## config.mk

```make
export PLATFORM = sky130hd
export DESIGN_NAME = keypad_scanner_flat
export DESIGN_NICKNAME = d
export VERILOG_FILES = /design/src/rtl/keypad_pkg.sv /design/src/rtl/keypad_scanner_if.sv /design/src/rtl/keypad_slot_timer.sv /design/src/rtl/keypad_scanner.sv /design/src/flat_wrapper.sv
export SDC_FILE = /design/constraint.sdc
export NUM_CORES = 1
export LEC_CHECK = 0
export CORE_ASPECT_RATIO = 0.7
export CORE_MARGIN = 3
export CORE_UTILIZATION = 40
export CTS_BUF_LIST = sky130_fd_sc_hd__clkbuf_4 sky130_fd_sc_hd__clkbuf_8
export CTS_CLUSTER_DIAMETER = 80
export DETAILED_ROUTE_END_ITERATION = 7
export REMOVE_ABC_BUFFERS = 1
export SLEW_MARGIN = 10
export SYNTH_ARGS = -nofsm -noshare
export SYNTH_HDL_FRONTEND = slang
export SYNTH_SLANG_ARGS = --single-unit
```

## constraint.sdc

```tcl
create_clock -name clk -period 2.4 [get_ports clk]
set_input_delay 0.24 -clock clk [delete_from_list [all_inputs] [get_ports clk]]
set_output_delay 0.24 -clock clk [all_outputs]
set_load 0.02 [all_outputs]
```

## src/rtl/keypad_pkg.sv

```systemverilog
// Shared types and constants for the 4x4 matrix keypad scanner.
// Row and column counts, key code type, FSM states and the idle column pattern.
package keypad_pkg;

  localparam int ROWS = 4;
  localparam int COLS = 4;

  typedef logic [3:0] key_code_t;
  typedef logic [1:0] idx_t;

  localparam logic [COLS-1:0] COL_IDLE = 4'b1111;

  typedef enum logic [1:0] {
    SCAN,
    PRESS_DB,
    HELD
  } state_t;

  // Lowest-numbered low column wins when several keys share a row.
  function automatic idx_t first_low(input logic [COLS-1:0] cols);
    first_low = '0;
    for (int i = COLS - 1; i >= 0; i--) begin
      if (!cols[i]) first_low = idx_t'(i);
    end
  endfunction

endpackage

```

## src/rtl/keypad_scanner_if.sv

```systemverilog
// Keypad pin and key-event bundle; master is the scanner, slave is the keypad/consumer side.
// No backpressure: key_valid is a fire-and-forget strobe.
interface keypad_scanner_if;
  import keypad_pkg::*;

  logic [COLS-1:0] col_n;
  logic [ROWS-1:0] row_n;
  key_code_t       key_code;
  logic            key_valid;
  logic            key_held;

  modport master (input col_n, output row_n, key_code, key_valid, key_held);
  modport slave  (output col_n, input row_n, key_code, key_valid, key_held);

endinterface

```

## src/rtl/keypad_slot_timer.sv

```systemverilog
// Free-running 0..SCAN_DIV-1 counter; tick is high on the last cycle of each slot.
// Latency: tick is combinational from the count; no backpressure.
module keypad_slot_timer #(
  parameter int SCAN_DIV = 1000
) (
  input  logic clk,
  input  logic rst_n,
  output logic tick
);

  localparam int TW = (SCAN_DIV > 1) ? $clog2(SCAN_DIV) : 1;
  localparam logic [TW-1:0] LAST = TW'(SCAN_DIV - 1);

  logic [TW-1:0] cnt;

  always_ff @(posedge clk or negedge rst_n) begin
    if (!rst_n)           cnt <= '0;
    else if (cnt == LAST) cnt <= '0;
    else                  cnt <= cnt + 1'b1;
  end

  assign tick = (cnt == LAST);

endmodule

```

## src/rtl/keypad_scanner.sv

```systemverilog
// 4x4 keypad row scanner with built-in press/release debounce; key_valid strobes one cycle after acceptance.
// No backpressure. Optional auto-repeat strobes while held when KEYPAD_REPEAT_EN is defined.
module keypad_scanner
  import keypad_pkg::*;
#(
  parameter int SCAN_DIV         = 1000,
  parameter int DEBOUNCE_SAMPLES = 4,
  parameter int REPEAT_SAMPLES   = 250
) (
  input  logic              clk,
  input  logic              rst_n,
  keypad_scanner_if.master  kp
);

  localparam int CW = $clog2(DEBOUNCE_SAMPLES + 1);
  localparam logic [CW-1:0] DB_LAST = CW'(DEBOUNCE_SAMPLES - 1);

  if (DEBOUNCE_SAMPLES < 1 || REPEAT_SAMPLES < 1 || SCAN_DIV < 1) begin : g_bad_cfg
    $error("keypad_scanner: SCAN_DIV, DEBOUNCE_SAMPLES and REPEAT_SAMPLES must be >= 1");
  end

  logic [COLS-1:0] col_meta, csync;
  logic            tick;

  state_t          state_q, state_d;
  idx_t            row_q, row_d, col_q, col_d;
  logic [CW-1:0]   match_q, match_d, rel_q, rel_d;
  key_code_t       code_q, code_d;
  logic            valid_q, valid_d, held_q, held_d;
  logic            accept;
  idx_t            acc_col;

`ifdef KEYPAD_REPEAT_EN
  localparam int RW = $clog2(REPEAT_SAMPLES + 1);
  localparam logic [RW-1:0] RP_LAST = RW'(REPEAT_SAMPLES - 1);
  logic [RW-1:0] rep_q, rep_d;
`endif

  keypad_slot_timer #(.SCAN_DIV(SCAN_DIV)) u_timer (
    .clk   (clk),
    .rst_n (rst_n),
    .tick  (tick)
  );

  always_ff @(posedge clk or negedge rst_n) begin
    if (!rst_n) begin
      col_meta <= COL_IDLE;
      csync    <= COL_IDLE;
      state_q  <= SCAN;
      row_q    <= '0;
      col_q    <= '0;
      match_q  <= '0;
      rel_q    <= '0;
      code_q   <= '0;
      valid_q  <= 1'b0;
      held_q   <= 1'b0;
`ifdef KEYPAD_REPEAT_EN
      rep_q    <= '0;
`endif
    end else begin
      col_meta <= kp.col_n;
      csync    <= col_meta;
      state_q  <= state_d;
      row_q    <= row_d;
      col_q    <= col_d;
      match_q  <= match_d;
      rel_q    <= rel_d;
      code_q   <= code_d;
      valid_q  <= valid_d;
      held_q   <= held_d;
`ifdef KEYPAD_REPEAT_EN
      rep_q    <= rep_d;
`endif
    end
  end

  always_comb begin
    state_d = state_q;
    row_d   = row_q;
    col_d   = col_q;
    match_d = match_q;
    rel_d   = rel_q;
    code_d  = code_q;
    valid_d = 1'b0;
    held_d  = held_q;
    accept  = 1'b0;
    acc_col = col_q;
`ifdef KEYPAD_REPEAT_EN
    rep_d   = rep_q;
`endif

    if (tick) begin
      case (state_q)
        SCAN: begin
          if (csync == COL_IDLE) begin
            row_d = row_q + 1'b1;
          end else begin
            col_d   = first_low(csync);
            acc_col = first_low(csync);
            if (DEBOUNCE_SAMPLES == 1) begin
              accept = 1'b1;
            end else begin
              match_d = CW'(1);
              state_d = PRESS_DB;
            end
          end
        end
        PRESS_DB: begin
          if (!csync[col_q]) begin
            if (match_q == DB_LAST) accept  = 1'b1;
            else                    match_d = match_q + 1'b1;
          end else begin
            match_d = '0;
            state_d = SCAN;
            row_d   = row_q + 1'b1;
          end
        end
        HELD: begin
          if (csync == COL_IDLE) begin
`ifdef KEYPAD_REPEAT_EN
            rep_d = '0;
`endif
            if (rel_q == DB_LAST) begin
              rel_d   = '0;
              held_d  = 1'b0;
              state_d = SCAN;
              row_d   = row_q + 1'b1;
            end else begin
              rel_d = rel_q + 1'b1;
            end
          end else begin
            // Any low column (including a second key) only cancels release progress.
            rel_d = '0;
`ifdef KEYPAD_REPEAT_EN
            if (!csync[col_q]) begin
              if (rep_q == RP_LAST) begin
                valid_d = 1'b1;
                rep_d   = '0;
              end else begin
                rep_d = rep_q + 1'b1;
              end
            end
`endif
          end
        end
        default: state_d = SCAN;
      endcase
    end

    if (accept) begin
      code_d  = {row_q, acc_col};
      valid_d = 1'b1;
      held_d  = 1'b1;
      match_d = '0;
      rel_d   = '0;
      state_d = HELD;
`ifdef KEYPAD_REPEAT_EN
      rep_d   = '0;
`endif
    end
  end

  assign kp.row_n     = ~(ROWS'(1) << row_q);
  assign kp.key_code  = code_q;
  assign kp.key_valid = valid_q;
  assign kp.key_held  = held_q;

endmodule
```

## src/flat_wrapper.sv

```systemverilog
// flat-port wrapper written by rule: the top's interface ports become plain ports
module keypad_scanner_flat import keypad_pkg::*;
#(
  parameter int SCAN_DIV         = 1000,
  parameter int DEBOUNCE_SAMPLES = 4,
  parameter int REPEAT_SAMPLES   = 250
)
  (clk, rst_n, kp_col_n, kp_row_n, kp_key_code, kp_key_valid, kp_key_held);
  keypad_scanner_if kp_i ();
  input  logic clk;
  input  logic rst_n;
  input wire logic [$bits(kp_i.col_n)-1:0] kp_col_n;
  output wire logic [$bits(kp_i.row_n)-1:0] kp_row_n;
  output wire logic [$bits(kp_i.key_code)-1:0] kp_key_code;
  output wire logic [$bits(kp_i.key_valid)-1:0] kp_key_valid;
  output wire logic [$bits(kp_i.key_held)-1:0] kp_key_held;
  assign kp_i.col_n = kp_col_n;
  assign kp_row_n = kp_i.row_n;
  assign kp_key_code = kp_i.key_code;
  assign kp_key_valid = kp_i.key_valid;
  assign kp_key_held = kp_i.key_held;
  keypad_scanner #(.SCAN_DIV(SCAN_DIV), .DEBOUNCE_SAMPLES(DEBOUNCE_SAMPLES), .REPEAT_SAMPLES(REPEAT_SAMPLES)) u_core (.clk(clk), .rst_n(rst_n), .kp(kp_i));
endmodule
```

Word-level counts from Yosys, hierarchy flattened

Index checks and enable logic that the tools add are counted.

Bits in registers: 36
Output and inout bits: 10
Logic and storage cells: 88

Add/sub/neg operators: 4
Order comparisons: 1
Eq/ne operators: 15
Shift-type cells: 1
Multiplexer cells: 43
Bitwise gates (word level): 1
Reduce and logical (&&, ||, !) cells: 12

Operators with widths:

| cell                                                                         | number |
|---|---|
| 2-bit two-way mux                                                            | 17 |
| 3-bit two-way mux                                                            | 10 |
| 2-bit one-hot mux with 3 select lines                                        | 2 |
| 1-bit two-way mux                                                            | 11 |
| 10-bit by 1-bit adder with 10-bit output, second input constant              | 1 |
| 10-bit == test, second input constant                                        | 1 |
| 10-bit two-way mux                                                           | 1 |
| 3-bit by 1-bit inequality test with 1-bit output, second input constant      | 3 |
| 2-bit by 1-bit inequality test with 1-bit output, second input constant      | 4 |
| 4-bit AND reduction                                                          | 2 |
| 2-bit nonzero test                                                           | 4 |
| 3-bit by 1-bit adder with 3-bit output, second input constant                | 2 |
| 3-bit by 2-bit == test with 1-bit output, second input constant              | 2 |
| 3-bit one-hot mux with 2 select lines                                        | 1 |
| 6-bit AND reduction                                                          | 1 |
| 3-bit nonzero test                                                           | 2 |
| 5-bit AND reduction                                                          | 1 |
| 4-bit == test, second input constant                                         | 1 |
| 4-bit by 2-bit inequality test with 1-bit output, second input constant      | 1 |
| 4-bit inverter                                                               | 1 |
| 1-bit by 2-bit left shift with 4-bit output, first input constant            | 1 |
| 2-bit by 3-bit less-than comparator with 1-bit output, second input constant | 1 |
| 3-bit by 2-bit inequality test with 1-bit output, second input constant      | 1 |
| 2-bit by 1-bit adder with 2-bit output, second input constant                | 1 |
| other kinds (5)                                                              | 5 |

Logic depth before layout (Yosys ltp)

Word-level depth: 7
Depth in mapped cells: 7
Mapped depth without buffers: 6

Hierarchy

A second synthesis with hierarchy kept.

Cell total of the unflattened synthesis: 144
Area total of the unflattened synthesis: 1662.8 sq um

By module, submodules not included:

| module            | times used | cells an instance | area an instance (sq um) | sequential area each (sq um) |
|---|---|---|---|---|
| keypad_scanner    | 1          | 100               | 1168.6                   | 660.6 |
| keypad_slot_timer | 1          | 44                | 494.2                    | 250.2 |

Least setup slack after synthesis

No wires, ideal clock.

Kind: register to register
Start point: reg u_core.u_timer.cnt[3]
End point: reg u_core.code_q[0], in the netlist u_core.kp.key_code[0]
Arrival time: 2.089 ns
Slack: 0.186 ns
Stages on the path, launching flop included: 7
Path buffers: 2
Cells stage by stage: dfrtp_1 > or3b_4 > or3_1 > buf_2 > or3_1 > buf_6 > mux2_4

Cells in the longest elaborated chain, start to end: 2
Elaborated cells between the ends (all ways): 3
Those cells by class: eq/ne: 1; mux: 2

Ends and longest elaborated chain:

| what                                                          | RTL line                | text |
|---|---|---|
| from (decl)                                                   | keypad_slot_timer.sv:14 | `logic [TW-1:0] cnt;` |
| from (signal assigned)                                        | keypad_slot_timer.sv:19 | `else cnt <= cnt + 1'b1;` |
| 10-bit == test (*)                                            | keypad_slot_timer.sv:22 | `assign tick = (cnt == LAST);` |
| 2-bit two-way mux / 1-bit two-way mux (equally long branches) | keypad_scanner.sv:92    | `if (tick) begin` |
| to (signal assigned)                                          | keypad_scanner.sv:68    | `code_q <= code_d;` |
| to (decl)                                                     | keypad_scanner.sv:28    | `key_code_t code_q, code_d;` |

Every way passes the cells marked *; elsewhere a longest branch is shown, timed or not.
A chain may end at the register's enable or synchronous reset.

Worst setup path in the final report

Ends and elaborated chain as after synthesis.

==> flow_metrics.env <==
export IMPL_status="complete, no violations"
export IMPL_yosys_warnings=0
export IMPL_slew_headroom=0.6199
export IMPL_drtPass1Iterations=4
export IMPL_drt_wirelength_per_cell_um=15.98
export IMPL_synthAdderAreaFrac=0.05835
export IMPL_timing_final_crit_share=0.9398
export IMPL_numCtsBuffers=5
export IMPL_synthCells=150
export IMPL_ys_types=47
export IMPL_layout_common_cells="28 x dfrtp_1, 15 x clkdlybuf4s50_1, 14 x inv_1"
export IMPL_startpoint_type="register"
export IMPL_synth_compound_area_frac=0.1269
export IMPL_cts_sinks=36
export IMPL_crit_path_max_fanout=7
export IMPL_grt_total_usage=0.1575
export IMPL_synth_mux_area_fraction=0.06929
export IMPL_worst_ep_arrival_time_ns=2.42
export IMPL_diodes=0
export IMPL_async_flop_share=1.000
export IMPL_hp_class="register to register"
export IMPL_port_buffers=15
export IMPL_seqCellArea_um2=910.9
export IMPL_rows=19
export IMPL_die_h_um=60.79
export IMPL_grt_max_degree=37
export IMPL_multiInputGateArea_um2=729.5
export IMPL_synth_xor_area_share=0.02553
export IMPL_syn_area_um2=1715
export IMPL_syn_area_per_cell_um2=11.44
export IMPL_antenna_left=0
export IMPL_core_area_um2=4018
export IMPL_cp_data_required_time_ns=2.57
export IMPL_dp_hpwl_um=2681
export IMPL_start_util=0.4270
export IMPL_synth_edf_count=0
export IMPL_drc=0
export IMPL_drt_iter0_drc=93
export IMPL_cts_htree_levels=2
export IMPL_drive_above_1_share=0.1724
export IMPL_worstMarginPinSlew_ns=0.5701
export IMPL_synth_simple_area_share=0.1444
export IMPL_dp_cells=218
export IMPL_seq_area_frac_synth=0.5310
export IMPL_antenna_found_initial=0
export IMPL_routed_wl_um=3611
export IMPL_clock_fmax_mhz=443.4
export IMPL_gp_congestion=0.7946
export IMPL_dieArea_um2=5123
export IMPL_p_leak_uw=0.0009199
export IMPL_rsz0062_at_grt="no"
export IMPL_fillers=353
export IMPL_final_cells=226
export IMPL_final_common_cell="dfrtp_1"
export IMPL_drv_slew=0
export IMPL_vdd_ir_drop_max_mv=0.3276
export IMPL_synth_top_family_by_area="simple AND/OR/NAND/NOR gates"
export IMPL_power_density_nw_per_um2=540.8
export IMPL_clkTransAtPathRegs_ns=0.07
export IMPL_final_setup_skew_ns=0.008209
export IMPL_ctsLongestPathBuffers=2
export IMPL_ios=16
export IMPL_maxCapViolCount=0
export IMPL_grt_overflow_total=0
export IMPL_setup_viol=0
export IMPL_layout_setup_ws_ns=0.1445
export IMPL_period_needed_ns=2.256
export IMPL_fin_tns_setup_ns=0
export IMPL_hold_viol=0
export IMPL_end_kind="register"
export IMPL_clock_latency_ns=0.28
export IMPL_path_class="register to register"
export IMPL_hold_buffers=0
export IMPL_synthFlopType="dfrtp_1"
export IMPL_place_ws_ns=0.1399
export IMPL_via_per_inst=5.345
export IMPL_die_x_um=84.27
export IMPL_vias=1208
export IMPL_cts_root_buf="clkbuf_8"
export IMPL_synth_seq_cells=36
export IMPL_fin_nets=187
export IMPL_grt_pass1_wl_um=6203
export IMPL_cts_tree="yes"
export IMPL_area_growth_pct=19.11
export IMPL_grt_pass1_vias=1251
[layout make-up]
type	count	share of cell area
Clock buffer	8	0.04776
Inverter	14	0.02572
Multi-Input combinational cell	96	0.3570
Sequential cell	36	0.4458
Tap cell	52	0.03184
Timing Repair Buffer	20	0.09186
[worst max-delay path: stages, from the launching register on]
cell and delay, ns:
dfrtp_1 0.45, or3b_4 0.45, or3_1 0.38, or3_1 0.52, mux2_4 0.35
[report_power, final]
part	leakage, µW	switching [µW]	internal (µW)
clock network	0.0000523	195	257
logic	0.000407	16.4	10.8
registers	0.000461	6.56	619
total	0.000920	218	887
[metal layers]
layer  up-vias  routed length [µm]  GRT usage
li1        581                   -          -
met1       606                1739     0.2169
met2        19                1707     0.2449
met3         2                 153    0.05156
met4         0                  11    0.03670
met5         -                   0          0
[worst paths after layout]
path                                       start                    end  slack, ns  cells past startpoint
setup / recovery           u_core.u_timer.cnt[3]  u_core.kp.key_code[0]       0.14                      4
hold / removal                u_core.col_meta[1]        u_core.csync[1]       0.36                      0
setup reg to reg           u_core.u_timer.cnt[3]  u_core.kp.key_code[0]       0.14                      4
hold reg to reg               u_core.col_meta[1]        u_core.csync[1]       0.36                      0
max in group asynchronous                  rst_n     u_core.col_meta[2]       1.68                      2
min in group asynchronous                  rst_n        u_core.rel_q[1]       0.37                      2
[logic make-up after synthesis]
kind of cell	count (synthesis)
XOR/XNOR	5
buffers and inverters	18
AND/OR/NAND/NOR	42
multiplexers	10
adder cells (fa/ha/maj)	8
flip-flops	36
AO/OA/AOI/OAI	31
[timing repair]
| action | 4_1_cts | 5_1_grt |
|---|---|---|
| setup buffers | 0 | 0 |
| resized for setup | 0 | 1 |
| endpoints found under the setup margin | 0 | 2 |
[registers in the layout (all words and copies together) (netlist names), 2 cells and up]
register / cells
u_core.col_meta: 4
u_core.col_q: 2
u_core.csync: 4
u_core.kp.key_code: 4
u_core.match_q: 3
u_core.rel_q: 3
u_core.row_q: 2
u_core.state_q: 2
u_core.u_timer.cnt: 10
[stage by stage]
stage | total power [µW] | cell area [µm²] | util | hold slack, ns
final | 1105 | 2043 | 0.5086 | 0.3565
after global routing | 1162 | 2043 | 0.5086 | 0.3502
after CTS | 1124 | 2042 | 0.5083 | 0.3559
after detailed placement | 665.0 | 1944 | 0.4840 | 0.3472
after global placement | 663.8 | 1944 | 0.4840 | 0.3466
after floorplan | 639.2 | 1692 | - | -0.05559
[cells in the mapped netlist (4+ instances only)]
library cell,n,area share
nand2_1,6,0.013
o21ai_0,5,0.015
mux2i_1,4,0.023
nor2_1,8,0.018
a21oi_1,5,0.015
ha_1,8,0.058
dfstp_2,8,0.12
dfrtp_1,28,0.41
a31oi_1,4,0.015
or3_1,6,0.022
inv_1,14,0.031
nand3_1,5,0.015
No activity file was read; power rests on OpenSTA's default activity.
